**src/rtl/pwm_decoder.sv**
```systemverilog
// PWM receiver: measures high time and period of pwm_in in prescaled ticks.
// Optional 3-tap majority glitch filter when PWM_DECODER_GLITCH_FILTER_EN is defined.
module pwm_decoder #(
   parameter int TICK_DIV = 128,
   parameter int CNT_W    = 9
) (
   input  logic             CLK,
   input  logic             CPU_RESETN,
   input  logic             pwm_in,
   output logic [CNT_W-1:0] high_ticks,
   output logic [CNT_W-1:0] period_ticks,
   output logic             valid,
   output logic             stuck,
   output logic             level
);
   localparam int DIV_W = (TICK_DIV > 1) ? $clog2(TICK_DIV) : 1;
   localparam logic [DIV_W-1:0] DIV_LAST = DIV_W'(TICK_DIV - 1);
   localparam logic [CNT_W-1:0] CNT_MAX  = '1;
   localparam logic [CNT_W-1:0] CNT_ONE  = CNT_W'(1);

   typedef enum logic [1:0] {IDLE, MEASURE, STUCK} state_t;

   state_t           state_q, state_d;
   logic             sync1_q, sync2_q;
   logic [DIV_W-1:0] div_q, div_d;
   logic             samp_q, samp_d;
   logic [CNT_W-1:0] pcnt_q, pcnt_d, hcnt_q, hcnt_d;
   logic [CNT_W-1:0] high_q, high_d, per_q, per_d;
   logic             valid_q, valid_d, stuck_q, stuck_d;
   logic             tick, samp_new, rise;
   logic [CNT_W-1:0] pcnt_inc, hcnt_inc;

`ifdef PWM_DECODER_GLITCH_FILTER_EN
   logic [1:0] tap_q, tap_d;
   assign samp_new = (sync2_q & tap_q[0]) | (sync2_q & tap_q[1]) | (tap_q[0] & tap_q[1]);
   assign tap_d    = tick ? {tap_q[0], sync2_q} : tap_q;
   always_ff @(posedge CLK) begin
      if (!CPU_RESETN) tap_q <= '0;
      else             tap_q <= tap_d;
   end
`else
   assign samp_new = sync2_q;
`endif

   assign tick     = (div_q == DIV_LAST);
   assign rise     = tick & samp_new & ~samp_q;
   assign pcnt_inc = (pcnt_q == CNT_MAX) ? pcnt_q : pcnt_q + 1'b1;
   assign hcnt_inc = (hcnt_q == CNT_MAX) ? hcnt_q : hcnt_q + 1'b1;

   always_ff @(posedge CLK) begin
      if (!CPU_RESETN) begin
         state_q <= IDLE;
         sync1_q <= 1'b0;
         sync2_q <= 1'b0;
         div_q   <= '0;
         samp_q  <= 1'b0;
         pcnt_q  <= '0;
         hcnt_q  <= '0;
         high_q  <= '0;
         per_q   <= '0;
         valid_q <= 1'b0;
         stuck_q <= 1'b0;
      end else begin
         state_q <= state_d;
         sync1_q <= pwm_in;
         sync2_q <= sync1_q;
         div_q   <= div_d;
         samp_q  <= samp_d;
         pcnt_q  <= pcnt_d;
         hcnt_q  <= hcnt_d;
         high_q  <= high_d;
         per_q   <= per_d;
         valid_q <= valid_d;
         stuck_q <= stuck_d;
      end
   end

   always_comb begin
      state_d = state_q;
      div_d   = tick ? '0 : div_q + 1'b1;
      samp_d  = tick ? samp_new : samp_q;
      pcnt_d  = pcnt_q;
      hcnt_d  = hcnt_q;
      high_d  = high_q;
      per_d   = per_q;
      valid_d = 1'b0;
      stuck_d = stuck_q;
      if (tick) begin
         unique case (state_q)
            IDLE, STUCK: begin
               if (rise) begin
                  pcnt_d  = CNT_ONE;
                  hcnt_d  = CNT_ONE;
                  state_d = MEASURE;
               end
            end
            MEASURE: begin
               if (rise) begin
                  high_d  = hcnt_q;
                  per_d   = pcnt_q;
                  valid_d = 1'b1;
                  stuck_d = 1'b0;
                  pcnt_d  = CNT_ONE;
                  hcnt_d  = CNT_ONE;
               end else begin
                  pcnt_d = pcnt_inc;
                  if (samp_new) hcnt_d = hcnt_inc;
                  // Period can no longer be published: report zeros once and flag stuck
                  if (pcnt_inc == CNT_MAX) begin
                     high_d  = '0;
                     per_d   = '0;
                     valid_d = 1'b1;
                     stuck_d = 1'b1;
                     state_d = STUCK;
                  end
               end
            end
            default: state_d = IDLE;
         endcase
      end
   end

   assign high_ticks   = high_q;
   assign period_ticks = per_q;
   assign valid        = valid_q;
   assign stuck        = stuck_q;
   assign level        = samp_q;
endmodule

```
**config.mk**
```make
export PLATFORM = sky130hd
export DESIGN_NAME = pwm_decoder
export DESIGN_NICKNAME = d
export VERILOG_FILES = /design/src/rtl/pwm_decoder.sv
export SDC_FILE = /design/constraint.sdc
export NUM_CORES = 1
export LEC_CHECK = 0
export ABC_AREA = 1
export BUFFER_PORTS_ARGS = -buffer_cell sky130_fd_sc_hd__buf_4
export CORE_MARGIN = 2
export CORE_UTILIZATION = 35
export DETAILED_ROUTE_END_ITERATION = 8
export HOLD_SLACK_MARGIN = 0.06
export SLEW_MARGIN = 20
export SYNTH_ARGS = -nofsm -noshare
export SYNTH_HDL_FRONTEND = slang
export SYNTH_SLANG_ARGS = --single-unit
```
**constraint.sdc**
```tcl
create_clock -name CLK -period 4 [get_ports CLK]
set_clock_uncertainty 0.2 [all_clocks]
set_input_delay 1.2 -clock CLK [delete_from_list [all_inputs] [get_ports CLK]]
set_output_delay 1.2 -clock CLK [all_outputs]
set_load 0.02 [all_outputs]
```
==> flow_metrics.py, run 1 <==
metrics = {
    "layout": {
        "regArea_mm2": 0.001001,
        "layout-drive-gt1-share_pct": 24.93,
        "mostFrequentLayoutCell": "nand2_1",
        "fin_util_pct": 40.64,
        "multi_input_area_mm2": 0.001353,
        "diodes": 0,
        "finalNonFillerCells": 444,
        "nFillCells": 771,
        "final_cell_mix": "nand2_1, dfxtp_1, inv_1, nor2_1, a21oi_1",
        "nNetsFinal": 351,
        "syn2layout_area_growth_pct": 14.02,
    },
    "power_and_ir_drop": {
        "power_uw": 899.6,
        "peakVddDrop_mv": 0.1547,
        "leakagePower_uw": 0.001099,
        "p_per_area_mw_per_mm2": 310.2,
    },
    "critical_path": {
        "worstPathRequired_ns": 4.00,
        "start_kind": "flip-flop",
        "r2r-start": "hcnt_q[0]$_SDFFE_PN0P_",
        "r2r_cells": 13,
        "endpoint_kind": "flip-flop",
        "critical_path_arrival_ns": 2.47,
        "worstSetupPathType": "flip-flop to flip-flop",
        "rrSetupSlack_ns": 1.53,
        "path_max_fanout": 13,
        "rr_endpoint": "hcnt_q[8]$_SDFFE_PN0P_",
    },
    "detailed_routing": {
        "route.vias.total": 2096,
        "route.detailed.drc": 0,
        "routed.top_layer": "met4",
        "final_antenna_net_count": 0,
        "vias_per_cell": 4.721,
        "wl_met1_um": 2561,
        "wl_met2_um": 2215,
        "routed_wl_um": 5035,
        "dr.pass1.iters": 4,
        "drt_iter0_drc": 123,
        "wl_met3_um": 189,
        "avgRoutedWirePerCell_um": 11.34,
    },
    "clock_network": {
        "hold_buffers": 0,
        "clk_pin_slew_worst_paths_ns": 0.10,
        "cts_tree": "yes",
        "worst_skew_pair.late_latency_ns": 0.30,
        "clockBufferDepth": 2,
        "clock-root-buffer": "clkbuf_8",
        "cts_resized": 0,
        "clock_sinks": 50,
        "numCtsBuffers": 5,
        "htree_levels": 2,
        "post_cts_buffers": 0,
    },
    "worst_hold_path": {
        "min_path_cells": 2,
        "hold_class": "flip-flop to flip-flop",
        "min_to": "samp_new$_SDFF_PN0_",
        "hp-start": "sync1_q$_SDFF_PN0_",
    },
    "sta": {
        "rsz0062_at_grt": "false",
        "tightest_slew_ns": 0.7187,
        "min_period_over_period_pct": 61.85,
        "finalHoldViolations": 0,
        "setup_violations": 0,
        "hold_ws_ns": 0.2181,
        "setup_tns_ns": 0,
        "period_needed_ns": 2.474,
        "slew_violations": 0,
        "fmax_mhz": 404.2,
        "slew_headroom_pct": 52.03,
    },
    "global_routing": {
        "antenna_found_initial": 0,
        "grt_start_max_net_pins": 32,
        "track_usage_pct": 13.97,
        "grt_pass1_wl_um": 8818,
        "gr-total-overflow": 0,
        "grt_pass1_vias": 1964,
    },
    "synthesis": {
        "ys_seq_area_share_pct": 39.35,
        "synth_edf_count": 0,
        "syn-num-nets": 332,
        "ys_types": 32,
        "synth_seq_cells": 50,
        "synth-main-ff-cell": "dfxtp_1",
        "async_reset_ff_share_pct": 0,
        "synthTopCellsByArea": "dfxtp_1, nand2_1, nand3_2",
        "synth_warnings": 0,
        "syn_inst": 325,
        "syn_avg_cell_area_um2": 7.827,
        "synth.top_cell.area_share_pct": 39.35,
        "yosysTopAreaCell": "dfxtp_1",
        "syn-cell-area_mm2": 0.002544,
    },
    "place": {
        "hpwl_um": 3541,
        "portBuffers": 23,
        "place_inst": 436,
        "globalplace.congestion": 0.8538,
    },
    "die": {
        "die_x_um": 89.25,
        "coreArea_mm2": 0.007137,
        "row_count": 31,
        "die-area_mm2": 0.007966,
        "start_util_pct": 35.64,
        "io_pins": 24,
        "fp.dieH_um": 89.25,
    },
    "job": {
        "cap_violations": 0,
    },
    "status": {
        "status": "completed",
    },
}
[critical path, stage by stage (launching register included)]
cell,delay [ns]
dfxtp_1,0.41
ha_1,0.20
nand2_1,0.07
nor2_1,0.16
nand3_1,0.17
nor3_1,0.19
ha_1,0.17
inv_1,0.04
nand2_1,0.05
nand2_1,0.06
nand2_2,0.25
inv_2,0.12
o21ai_0,0.22
nor2_1,0.06
[cell families (layout without fill, tap and decap cells)]
logic type / Yosys count / in the layout / synth area share, %
and+or+nand+nor: 167 / 167 / 35.61
AOI/OAI and AO/OA: 55 / 55 / 13.77
DFF: 50 / 50 / 39.35
buffers and inverters: 44 / 64 / 7.574
xor gates and xnor gates: 5 / 5 / 1.722
adders and majority gates: 4 / 4 / 1.968
[per-layer routing]
metal	up-vias	track usage, %
li1	1100	-
met5	-	0
met3	7	2.862
met1	946	18.67
met2	43	22.15
met4	0	5.427
[where the power goes]
group          switching [uW]  leakage, uW  internal, uW  total, uW
logic                    12.4     0.000633          4.89       17.3
clock network             173    0.0000618           206        379
registers                2.37     0.000404           501        503
[worst max path at each step]
stage,start,cells after the start,endpoint,slack (ns)
after floorplan,CPU_RESETN,3,high_ticks[2]$_SDFFE_PN0P_,1.88
after global placement,div_q[0]$_SDFF_PP0_,10,period_ticks[3]$_SDFFE_PN0P_,1.56
after detailed placement,div_q[0]$_SDFF_PP0_,10,high_ticks[8]$_SDFFE_PN0P_,1.52
after CTS,div_q[0]$_SDFF_PP0_,10,period_ticks[5]$_SDFFE_PN0P_,1.51
after global routing,hcnt_q[0]$_SDFFE_PN0P_,13,hcnt_q[8]$_SDFFE_PN0P_,1.26
final,hcnt_q[0]$_SDFFE_PN0P_,13,hcnt_q[8]$_SDFFE_PN0P_,1.53
[synthesized netlist by cell type, types with 3 or more instances]
master	instances
nor2_1	27
ha_1	4
inv_2	4
nand3_1	14
a211oi_1	5
nand2_1	79
nand2_2	5
buf_6	3
clkbuf_1	6
nand4_1	4
nor2_4	3
xor2_1	3
buf_2	3
nor3_1	6
a21oi_1	27
nand3_2	21
a21oi_2	9
o21ai_0	10
inv_1	27
dfxtp_1	50
[state kept, by name, indices dropped and copies added (netlist names)]
| register | count |
|---|---|
| level | 1 |
| state_q | 2 |
| div_q | 7 |
| sync1_q | 1 |
| pcnt_q | 9 |
| valid | 1 |
| high_ticks | 9 |
| period_ticks | 9 |
| stuck | 1 |
| samp_new | 1 |
| hcnt_q | 9 |
[cell type report]
class                      instances  area share, %
timing repair buffer              24          6.212
tap                               99          4.271
sequential                        50          34.51
clock buffer                       6          2.847
inverter                          32          4.185
multi-input combinational        231          46.64
clock inverter                     2          1.337
[through the flow]
step	setup slack (ns)	instance area, um^2
floorplan	1.878	2544
global placement	1.561	2776
detailed placement	1.524	2776
CTS	1.511	2898
global route	1.258	2900
finish	1.526	2900
(Power assumes the default switching activity.)
==> run 2: changes to the inputs <==
==> constraint.sdc (replaced) <==
create_clock -name CLK -period 2.02 [get_ports CLK]
set_clock_uncertainty 0.2 [all_clocks]
set_input_delay 0.606 -clock CLK [delete_from_list [all_inputs] [get_ports CLK]]
set_output_delay 0.606 -clock CLK [all_outputs]
set_load 0.02 [all_outputs]
==> flow_metrics.py, run 2 (synthesized netlist as in run 1, its figures left out) <==
metrics = {
    "die": {
        "fp.dieH_um": 89.25,
        "die_x_um": 89.25,
        "start_util_pct": 35.64,
        "coreArea_mm2": 0.007137,
        "io_pins": 24,
        "row_count": 31,
        "die-area_mm2": 0.007966,
    },
    "detailed_routing": {
        "route.detailed.drc": 0,
        "dr.pass1.iters": 4,
        "vias_per_cell": 4.644,
        "routed_wl_um": 5633,
        "avgRoutedWirePerCell_um": 11.74,
        "final_antenna_net_count": 0,
        "drt_iter0_drc": 121,
        "route.vias.total": 2229,
    },
    "status": {
        "status": "finished with violations",
        "violations": "negative setup slack",
    },
    "power_and_ir_drop": {
        "peakVddDrop_mv": 0.2793,
        "p_comb_share_pct": 2.8,
        "swShare_pct": 22.67,
        "p_clk_share_pct": 35.7,
        "p_int_uw": 1256,
        "power.switching_uw": 368.1,
        "p_per_area_mw_per_mm2": 485.3,
        "leakagePower_uw": 0.001323,
        "p_seq_share_pct": 61.5,
    },
    "job": {
        "cap_violations": 0,
    },
    "sta": {
        "hold_ws_ns": 0.2245,
        "period_needed_ns": 2.050,
        "slew_violations": 0,
        "finalHoldViolations": 0,
        "rsz0062_at_grt": "true",
        "setup_ws_ns": -0.03004,
        "setup_tns_ns": -0.2913,
        "tightest_slew_ns": 0.2881,
        "slew_headroom_pct": 80.52,
        "fmax_mhz": 487.8,
        "setup_violations": 17,
        "min_period_over_period_pct": 101.5,
    },
    "critical_path": {
        "cpPeakStageDelay_ns": 0.37,
        "worstSetupPathType": "flip-flop to flip-flop",
        "start_kind": "flip-flop",
        "path_max_fanout": 8,
        "critical_path.cell_chain": "ha_4, nand2_4, nor2_4, nand3_4, nand2_2, nand3_2, nor2_4, nand3b_4, clkbuf_16, nand3_2, a21oi_1",
        "cp_slowest_cell": "dfxtp_2",
        "endpoint_kind": "flip-flop",
        "worstPathRequired_ns": 2.01,
        "rrSetupSlack_ns": -0.03,
        "critical_path_arrival_ns": 2.04,
    },
    "clock_network": {
        "cts_tree": "yes",
        "clock-root-buffer": "clkbuf_8",
        "clk_pin_slew_worst_paths_ns": 0.09,
        "htree_levels": 2,
        "clock_sinks": 50,
        "worst_skew_pair.late_latency_ns": 0.30,
        "numCtsBuffers": 5,
        "clockBufferDepth": 2,
        "hold_buffers": 0,
    },
    "place": {
        "portBuffers": 23,
        "hpwl_um": 3765,
        "place_ws_ns": -0.04623,
        "globalplace.congestion": 0.8503,
    },
    "layout": {
        "mostFrequentLayoutCell": "nand2_1",
        "diodes": 0,
        "final_cell_mix": "nand2_1, buf_4, dfxtp_1",
        "nNetsFinal": 387,
        "layout-drive-gt1-share_pct": 38.85,
        "syn2layout_area_growth_pct": 31.53,
    },
    "global_routing": {
        "grt_pass1_wl_um": 9163,
        "grt_start_max_net_pins": 32,
        "antenna_found_initial": 0,
        "gr-total-overflow": 0,
        "track_usage_pct": 14.38,
        "grt_pass1_vias": 2088,
    },
    "worst_hold_path": {
        "hold_class": "flip-flop to flip-flop",
    },
}
-- run 2: cell types whose count changed in the layout (fill, tap and decap cells not counted), moves of 3 or more --
cell     change
buf_12       +4
buf_4       +28
nand2_1      -8
nand2_2      +5
nand2_4      +4
dfxtp_1      -7
dfxtp_2      +7
ha_1         -4
ha_4         +3
-- run 2: stage by stage --
step                std cells  cell area (um^2)  utilization, %  total power [uW]
global route              480              3346           46.88              1690
detailed placement        459              2999           42.02              1061
floorplan                 325              2544               -              1043
finish                    480              3346           46.88              1624
CTS                       467              3098           43.41              1638
global placement          459              2999           42.02              1059
-- run 2: area by class of cell --
class,count,area (um^2)
fill,713,3791
clock buffer,6,72.57
tap,99,123.9
sequential,50,1010
clock inverter,2,13.76
timing repair buffer,59,518.0
inverter,32,122.6
multi-input combinational,232,1485
-- run 2: what timing repair did --
action | CTS | global route
setup endpoints to repair | 23 | 32
resized for setup | 3 | 38
setup buffers | 0 | 10
cloned | 0 | 3
pin swaps | 0 | 21
-- run 2: path summary, 6_finish.rpt --
check                              start  depth (start not counted)                           end
setup / recovery  pcnt_q[1]$_SDFFE_PN0P_                         11  period_ticks[5]$_SDFFE_PN0P_
hold / removal        sync1_q$_SDFF_PN0_                          2           samp_new$_SDFF_PN0_
setup reg to reg  pcnt_q[1]$_SDFFE_PN0P_                         11  period_ticks[5]$_SDFFE_PN0P_
hold reg to reg       sync1_q$_SDFF_PN0_                          2           samp_new$_SDFF_PN0_
-- run 2: worst max-delay path: cells and delay by family, from the launching register on --
kind	cells	cell delay, ns
AND/OR/NAND/NOR	8	0.96
flip-flops	1	0.37
buffers and inverters	1	0.19
adder cells (fa/ha/maj)	1	0.16
AO/OA/AOI/OAI	1	0.05
-- run 2: power groups by stage --
| stage | logic [uW] | registers (uW) | clock network (uW) |
|---|---|---|---|
| 3_3_place_gp | 40.7 | 1020 | 0 |
| 5_1_grt | 53.0 | 1000 | 637 |
| 6_report | 45.8 | 999 | 579 |
| 3_5_place_dp | 41.8 | 1020 | 0 |
| 2_1_floorplan | 24.4 | 1020 | 0 |
| 4_1_cts | 41.9 | 996 | 600 |
-- run 2: layer usage --
layer / global-route usage [%] / vias up / share of wire [%]
li1: - / 1174 / -
met1: 18.81 / 1013 / 48
met2: 24.11 / 36 / 47
met3: 3.047 / 6 / 3.7
met4: 3.799 / 0 / 1.1
met5: 0 / - / 0
==> run 3: changes to the inputs <==
--- a/config.mk
+++ b/config.mk
@@ -7,6 +7,7 @@
 export LEC_CHECK = 0
 export ABC_AREA = 1
 export BUFFER_PORTS_ARGS = -buffer_cell sky130_fd_sc_hd__buf_4
+export CORE_ASPECT_RATIO = 1.5
 export CORE_MARGIN = 2
 export CORE_UTILIZATION = 35
 export DETAILED_ROUTE_END_ITERATION = 8
==> flow_metrics.py, run 3 (synthesized netlist as in run 1, its figures left out) <==
metrics = {
    "critical_path": {
        "startpoint": "pcnt_q[1]$_SDFFE_PN0P_",
        "endpoint": "period_ticks[8]$_SDFFE_PN0P_",
        "r2r_cells": 11,
        "worstSetupPathType": "flip-flop to flip-flop",
        "critical_path.cell_chain": "ha_4, nand2_4, nor2_4, nand3_4, nand2_2, nand2_2, nor2_4, nand3b_4, clkbuf_16, nand3_4, a21oi_2",
        "rr_endpoint": "period_ticks[8]$_SDFFE_PN0P_",
        "worstPathRequired_ns": 2.02,
        "rrSetupSlack_ns": -0.04,
        "path_max_fanout": 8,
        "cpPeakStageDelay_ns": 0.36,
        "critical_path_arrival_ns": 2.07,
        "cp_slowest_cell": "dfxtp_2",
        "endpoint_kind": "flip-flop",
        "r2r-start": "pcnt_q[1]$_SDFFE_PN0P_",
        "start_kind": "flip-flop",
    },
    "die": {
        "io_pins": 24,
        "coreArea_mm2": 0.007132,
        "fp.dieH_um": 108.4,
        "start_util_pct": 35.67,
        "row_count": 38,
        "die_x_um": 73.61,
        "die-area_mm2": 0.007980,
    },
    "clock_network": {
        "clk_pin_slew_worst_paths_ns": 0.09,
        "cts_tree": "yes",
        "htree_levels": 2,
        "worst_skew_pair.late_latency_ns": 0.31,
        "clock_sinks": 50,
        "clock-root-buffer": "clkbuf_8",
        "clockBufferDepth": 2,
        "numCtsBuffers": 5,
    },
    "job": {
        "cap_violations": 0,
    },
    "global_routing": {
        "antenna_found_initial": 0,
        "grt_start_max_net_pins": 32,
        "grt_pass1_vias": 2124,
        "track_usage_pct": 14.54,
        "grt_pass1_wl_um": 9163,
        "gr-total-overflow": 0,
    },
    "detailed_routing": {
        "dr.pass1.iters": 4,
        "route.detailed.drc": 0,
        "routed_wl_um": 6090,
        "vias_per_cell": 5.009,
        "avgRoutedWirePerCell_um": 13.04,
        "final_antenna_net_count": 0,
        "drt_iter0_drc": 117,
        "route.vias.total": 2339,
    },
    "power_and_ir_drop": {
        "peakVddDrop_mv": 0.2707,
        "power.switching_uw": 371.7,
        "p_int_uw": 1287,
        "swShare_pct": 22.41,
        "p_per_area_mw_per_mm2": 467.4,
        "p_seq_share_pct": 60.2,
        "p_comb_share_pct": 2.9,
        "leakagePower_uw": 0.001415,
        "p_clk_share_pct": 36.9,
    },
    "place": {
        "portBuffers": 23,
        "globalplace.congestion": 0.9231,
        "placed_cell_area_mm2": 0.002975,
        "hpwl_um": 3892,
        "place_inst": 440,
    },
    "sta": {
        "slew_headroom_pct": 80.07,
        "rsz0062_at_grt": "true",
        "period_needed_ns": 2.062,
        "slew_violations": 0,
        "setup_ws_ns": -0.04231,
        "min_period_over_period_pct": 102.1,
        "finalHoldViolations": 0,
        "setup_violations": 19,
        "fmax_mhz": 484.9,
        "tightest_slew_ns": 0.2968,
        "setup_tns_ns": -0.3950,
    },
    "layout": {
        "diodes": 0,
        "fin_util_pct": 49.75,
        "layout-drive-gt1-share_pct": 44.70,
        "syn2layout_area_growth_pct": 39.50,
        "finalNonFillerCells": 467,
        "mostFrequentLayoutCell": "nand2_1",
        "final_area_mm2": 0.003548,
        "final_cell_mix": "nand2_1, buf_4, dfxtp_1",
        "nFillCells": 673,
        "nNetsFinal": 393,
    },
    "status": {
        "status": "finished with violations",
        "violations": "negative setup slack",
    },
    "worst_hold_path": {
        "hold_class": "flip-flop to flip-flop",
    },
}
==> run 3: metrics by stage <==
| stage | total power (uW) | hold WS, ns | setup WS [ns] |
|---|---|---|---|
| 3_5_place_dp | 1061 | 0.2007 | -0.1400 |
| 5_1_grt | 1717 | 0.2441 | -0.1290 |
| 3_3_place_gp | 1059 | 0.1982 | -0.1131 |
| 2_1_floorplan | 1043 | 0.1905 | 0.06540 |
| 6_report | 1659 | 0.2200 | -0.04231 |
| 4_1_cts | 1667 | 0.2214 | 0.0009246 |
==> run 3: repair_timing <==
action,4_1_cts,5_1_grt
buffers inserted,4,12
gates cloned,0,3
hold buffers,0,0
endpoints found under the setup margin,9,39
endpoints found under the hold margin,0,0
gates resized for setup,4,74
pin swaps,2,26
==> run 3: final cells by class <==
cell class,count,area [um^2],share of cell area [%]
multi-input cells,231,1627,45.84
flip-flops and latches,50,1010,28.46
repair buffers,66,595.6,16.78
inverters,32,125.1,3.526
well taps,80,100.1,2.821
clock buffers,7,86.33,2.433
clock inverters,1,5.005,0.1410
==> run 3: critical path: cells and delay by family, from the launching register on <==
| kind | cells | cell delay (ns) |
|---|---|---|
| buffers and inverters | 1 | 0.21 |
| DFF | 1 | 0.36 |
| and+or+nand+nor | 8 | 0.97 |
| adders and majority gates | 1 | 0.15 |
| AOI/OAI and AO/OA | 1 | 0.05 |
==> run 3: how the worst min path moves through the flow <==
stage	cells past startpoint	end	startpoint
floorplan	2	samp_new$_SDFF_PN0_	sync1_q$_SDFF_PN0_
global placement	2	samp_new$_SDFF_PN0_	sync1_q$_SDFF_PN0_
detailed placement	2	samp_new$_SDFF_PN0_	sync1_q$_SDFF_PN0_
CTS	2	samp_new$_SDFF_PN0_	sync1_q$_SDFF_PN0_
global route	2	samp_new$_SDFF_PN0_	sync1_q$_SDFF_PN0_
finish	2	samp_new$_SDFF_PN0_	sync1_q$_SDFF_PN0_
==> run 3: per-layer routing <==
metal	track usage [%]	share of wire (%)	wire [um]
met3	2.796	2.2	136
met4	8.182	3.6	217
met1	16.08	41	2495
met2	25.32	53	3240
met5	0	0	0
==> run 3: power groups by stage <==
| stage | logic [uW] | clock network (uW) | registers [uW] |
|---|---|---|---|
| global placement | 40.6 | 0 | 1020 |
| detailed placement | 41.6 | 0 | 1020 |
| floorplan | 24.4 | 0 | 1020 |
| finish | 47.8 | 612 | 999 |
| global route | 53.0 | 664 | 1000 |
| CTS | 41.8 | 629 | 996 |
